### src/rtl/store_buffer.sv
// Posted-store FIFO between the mem stage and the shared instruction/data memory port.
// Optional macro STORE_FWD_EN: loads hit in the buffer are forwarded; otherwise every load drains the buffer first.
module store_buffer #(
  parameter int DEPTH  = 4,
  parameter int DATA_W = 32
) (
  input  logic                     clk,
  input  logic                     rst,
  input  logic                     writeIn,
  input  logic                     readIn,
  input  logic [DATA_W-1:0]        addressIn,
  input  logic [DATA_W-1:0]        dataIn,
  output logic [DATA_W-1:0]        dataOut,
  output logic                     dataValid,
  output logic                     stall,
  output logic [DATA_W-1:0]        memAddr,
  output logic [DATA_W-1:0]        memWData,
  output logic                     memWrite,
  output logic                     memRead,
  input  logic                     memGrant,
  input  logic [DATA_W-1:0]        memRData,
  output logic [1:0]               o_dbg_state,
  output logic [$clog2(DEPTH):0]   o_dbg_count
);

  // Handshake: a mem-stage request (writeIn or readIn) is taken on a rising edge
  // only while stall is 0; memory requests (memWrite/memRead) complete on an edge
  // where memGrant is 1, otherwise they hold their address/data and retry.

  localparam int PTR_W = $clog2(DEPTH);
  localparam int WA_W  = DATA_W - 2;
  localparam logic [PTR_W:0]   CNT_FULL = (PTR_W+1)'(DEPTH);
  localparam logic [PTR_W:0]   CNT_ONE  = (PTR_W+1)'(1);
  localparam logic [PTR_W-1:0] PTR_ONE  = PTR_W'(1);

  typedef enum logic [1:0] {
    IDLE      = 2'd0,
    LOAD_REQ  = 2'd1,
    LOAD_WAIT = 2'd2
  } state_t;

  state_t            r_state;
  logic [PTR_W:0]    r_count;
  logic [PTR_W-1:0]  r_head;
  logic [PTR_W-1:0]  r_tail;
  logic [WA_W-1:0]   r_addr [DEPTH];
  logic [DATA_W-1:0] r_data [DEPTH];
  logic [WA_W-1:0]   r_ld_addr;
  logic [DATA_W-1:0] r_dout;
  logic              r_dvalid;

  logic              w_full;
  logic              w_rd;
  logic              w_hit;
  logic              w_miss;
  logic [DATA_W-1:0] w_hit_data;
  logic [WA_W-1:0]   w_word;
  logic              w_push;
  logic              w_pop;
  logic              w_ld_accept;
  logic              w_drain_st;
  logic              w_rd_go;
  logic              w_unused_lsb;

  assign w_word       = addressIn[DATA_W-1:2];
  assign w_unused_lsb = ^addressIn[1:0];
  assign w_full       = (r_count == CNT_FULL);
  // A simultaneous store wins; the load half of such a request is dropped.
  assign w_rd         = readIn && !writeIn;

`ifdef STORE_FWD_EN
  // Scan oldest to youngest so the youngest matching entry is the one kept.
  always_comb begin
    w_hit      = 1'b0;
    w_hit_data = '0;
    for (int k = 0; k < DEPTH; k++) begin
      if (((PTR_W+1)'(k) < r_count) && (r_addr[r_head + PTR_W'(k)] == w_word)) begin
        w_hit      = 1'b1;
        w_hit_data = r_data[r_head + PTR_W'(k)];
      end
    end
  end
  assign w_drain_st = (r_state == IDLE);
  assign w_rd_go    = (r_state == LOAD_REQ);
`else
  assign w_hit      = 1'b0;
  assign w_hit_data = '0;
  // Without forwarding the buffer must be empty before memory can be read.
  assign w_drain_st = (r_state == IDLE) || (r_state == LOAD_REQ);
  assign w_rd_go    = (r_state == LOAD_REQ) && (r_count == '0);
`endif

  assign w_miss = !w_hit;

  assign stall = !rst && ((writeIn && w_full) ||
                          ((r_state == IDLE) && w_rd && w_miss) ||
                          (r_state == LOAD_REQ));

  assign memWrite = !rst && w_drain_st && (r_count != '0);
  assign memRead  = !rst && w_rd_go;
  assign memAddr  = memRead ? {r_ld_addr, 2'b00} : {r_addr[r_head], 2'b00};
  assign memWData = r_data[r_head];

  assign w_push      = !rst && writeIn && !w_full;
  assign w_pop       = memWrite && memGrant;
  assign w_ld_accept = w_rd && !stall;

  assign dataOut     = r_dout;
  assign dataValid   = r_dvalid;
  assign o_dbg_state = r_state;
  assign o_dbg_count = r_count;

  always_ff @(posedge clk) begin
    if (rst) begin
      r_state   <= IDLE;
      r_count   <= '0;
      r_head    <= '0;
      r_tail    <= '0;
      r_ld_addr <= '0;
      r_dout    <= '0;
      r_dvalid  <= 1'b0;
    end else begin
      r_dvalid <= 1'b0;

      if (w_push) begin
        r_addr[r_tail] <= w_word;
        r_data[r_tail] <= dataIn;
        r_tail         <= r_tail + PTR_ONE;
      end
      if (w_pop) begin
        r_head <= r_head + PTR_ONE;
      end
      case ({w_push, w_pop})
        2'b10:   r_count <= r_count + CNT_ONE;
        2'b01:   r_count <= r_count - CNT_ONE;
        default: r_count <= r_count;
      endcase

      case (r_state)
        IDLE: begin
          if (w_rd && w_miss) begin
            r_state   <= LOAD_REQ;
            r_ld_addr <= w_word;
          end else if (w_ld_accept) begin
            r_dout   <= w_hit_data;
            r_dvalid <= 1'b1;
          end
        end
        LOAD_REQ: begin
          if (memRead && memGrant) begin
            r_state <= LOAD_WAIT;
          end
        end
        LOAD_WAIT: begin
          // Memory data arrives in this cycle; the held load is accepted here.
          r_state  <= IDLE;
          r_dout   <= memRData;
          r_dvalid <= 1'b1;
        end
        default: r_state <= IDLE;
      endcase
    end
  end

endmodule

### config.mk
export PLATFORM = sky130hd
export DESIGN_NAME = store_buffer
export DESIGN_NICKNAME = d
export VERILOG_FILES = /design/src/rtl/store_buffer.sv
export SDC_FILE = /design/constraint.sdc
export NUM_CORES = 1
export LEC_CHECK = 0
export CORE_MARGIN = 3
export CORE_UTILIZATION = 30
export DETAILED_ROUTE_END_ITERATION = 8
export DONT_BUFFER_PORTS = 1
export PLACE_DENSITY = 0.48
export SLEW_MARGIN = 20
export SYNTH_ARGS = -nofsm -noshare
export SYNTH_HDL_FRONTEND = slang
export SYNTH_SLANG_ARGS = --single-unit
### constraint.sdc
create_clock -name clk -period 2.89 [get_ports clk]
set_input_delay 0.578 -clock clk [delete_from_list [all_inputs] [get_ports clk]]
set_output_delay 0.578 -clock clk [all_outputs]
set_load 0.03 [all_outputs]
==> flow_summary.ini <==
[drt]
dr.pass1.iters = 4
num_vias = 6013
via_per_inst = 4.750
wl_per_cell_um = 21.19
wl_mm = 26.83
antenna_left = 0
drc = 0
drt_iter0_markers = 201

[clock_tree]
cts_tree = done
postCtsHoldBufs = 0
numCtsBuffers = 36
ctsResizeCount = 0
clock_latency_ns = 0.52
clockBufferDepth = 3
cts.sinks = 322
cts-root-buf = clkbuf_16
clk_pin_slew_ns = 0.05
h-tree-depth = 2

[place]
portBuffers = 0
dp_hpwl_mm = 16.00
place_ws_ns = 0.3359
post_dp_cell_area_sq_mm = 0.01280
placedCellCount = 1201
routabilityCongestion = 0.7404

[worst_setup_path]
crit_path_top_delay_cell = mux2_1
crit_chain = nor3_4 > nand3_2 > buf_12 > mux2_1
critical_path_class = flip-flop to primary output
arrival_ns = 2.18
required_ns = 2.31
start_kind = flip-flop
crit_buf_inv = 1
cp_slowest_stage_delay_ns = 0.48
end_kind = primary output
cp_top_family = multiplexers
worstPathMaxFanout = 32

[global_routing]
antenna_found_initial = 0
grt_pass1_wl_mm = 40.08
overflow = 0
track_usage = 0.1260
grt_pass1_vias = 6667
grt_max_degree = 78

[synth]
ys_warn_count = 0
async_flop_share = 0
synth.distinct_cells = 36
synth_area_sq_mm = 0.01209
synthCells = 703
ys_ff_latch = 322
ys.flop_type = edfxtp_1
yosysSeqAreaShare = 0.7383
synth-edff-count = 248
syn_area_per_cell_sq_um = 17.20

[timing]
slew_headroom = 0.3146
layout_setup_ws_ns = 0.1332
drv_slew = 0
fmax_ghz = 0.3627
finalSetupViolations = 0
clock_skew_ns = 0.01439
fin_crit_sh = 0.9539
layout_min_cycle_time_ns = 2.757
rsz0062_at_grt = no
worst_pin_slew_ns = 1.028
hold_violations = 0
tns_ns = 0

[power_and_ir_drop]
p_leak_nw = 4.348
ir_worst_vdd_mv = 0.3395
power.density_mw_per_mm2 = 754.1
total_power_mw = 10.53

[run_status]
status = finished clean

[final_layout]
multi_input_area_sq_mm = 0.002924
regArea_sq_mm = 0.008936
design_area_sq_mm = 0.01396
fillers = 3687
area_growth_pct = 15.48
nets = 829
drive_gt1_frac = 0.2340
fin_cells = 1266
diodes = 0

[die]
initial_utilization = 0.3086
rows = 72
die-area_sq_mm = 0.04275
die_x_um = 206.8
die_y_um = 206.8
core_area_sq_mm = 0.03919
io_pins = 206

[job]
maxCapViolations = 0

[min_path]
hold_class = input port to flip-flop
## what timing repair did
| item | CTS | global route |
|---|---|---|
| setup endpoints to repair | 28 | 0 |
| endpoints found under the hold margin | 0 | 0 |
| setup buffers | 1 | 0 |
## final timing paths
check,cells after the start,slack [ns],startpoint,end
hold reg to reg,2,0.45,r_ld_addr[25],r_ld_addr[25]
setup / recovery,4,0.13,o_dbg_count[2],memAddr[5]
setup reg to reg,8,0.33,o_dbg_count[2],o_dbg_count[2]
hold / removal,1,0.12,rst,dataOut[1]
## area by class of cell
type	instances	area share
inverters	9	0.002419
multi-input cells	331	0.2094
flip-flops and latches	322	0.6399
well taps	518	0.04641
repair buffers	22	0.01989
clock inverters	12	0.008512
clock buffers	52	0.07347
## placed cells by master, fill, tap and decap left out, types with 2 or more instances in the layout
master	instances
edfxtp_1	248
nand2_1	126
dfxtp_1	72
a21oi_1	68
mux4_2	62
clkbuf_16	38
mux2_2	27
buf_4	13
clkbuf_1	10
inv_1	9
buf_12	9
nor2_1	6
ha_1	5
and2_4	4
mux2_1	3
o21ai_0	3
clkinv_2	3
clkinv_1	3
nor3_1	2
nand2b_1	2
mux2i_1	2
xor2_1	2
nand3_1	2
dfxtp_4	2
conb_1	2
clkinv_4	2
clkbuf_8	2
bufinv_16	2
clkbuf_2	2
## flip-flops by register name (all words and copies together), names as in the netlist, named ones only
signal and count:
o_dbg_count 3, dataValid 1, r_head 2, r_data 128, dataOut 32, r_addr 120, r_ld_addr 30, o_dbg_state 2
r_tail 2
## power breakdown
part           internal [mW]  switching, mW
registers               5.12         0.0725
logic                  0.351          0.623
clock network           2.65           1.71
total                   8.13           2.41
## cell usage after synthesis (3+ instances only)
library cell    n  area share
and2_1          4      0.0021
a21oi_1        68       0.028
buf_6           4      0.0037
buf_4           5      0.0031
o21ai_0         3      0.0012
edfxtp_1      248        0.62
mux4_2         62        0.12
ha_1            5      0.0052
nor2_1          6      0.0019
mux2_1          3      0.0028
clkbuf_1       11      0.0034
buf_2          20      0.0083
nand2_1       126       0.039
inv_1           9      0.0028
mux2_2         27       0.025
dfxtp_1        74        0.12
## routing by layer
metal,routed length [um],track usage,up-vias
li1,-,-,2702
met1,10230,0.1442,3075
met2,13840,0.2216,190
met3,2006,0.03873,46
met4,749,0.04864,0
met5,0,0,-
## metrics by stage
step           hold WS, ns    util
2_1_floorplan       0.4322       -
3_3_place_gp        0.4330  0.3266
3_5_place_dp        0.4385  0.3266
4_1_cts            0.08223  0.3564
5_1_grt            0.08560  0.3564
6_report            0.1225  0.3564
## kinds of logic after synthesis
group	Yosys count	synth area share
muxes	94	0.1451
AOI/OAI and AO/OA	74	0.03135
DFF	322	0.7383
other	1	0.0003101
adders and majority gates	6	0.006829
xor gates and xnor gates	2	0.001449
and+or+nand+nor	153	0.05473
buffers and inverters	51	0.02194
Note: power is estimated with default switching activity, not from simulation.
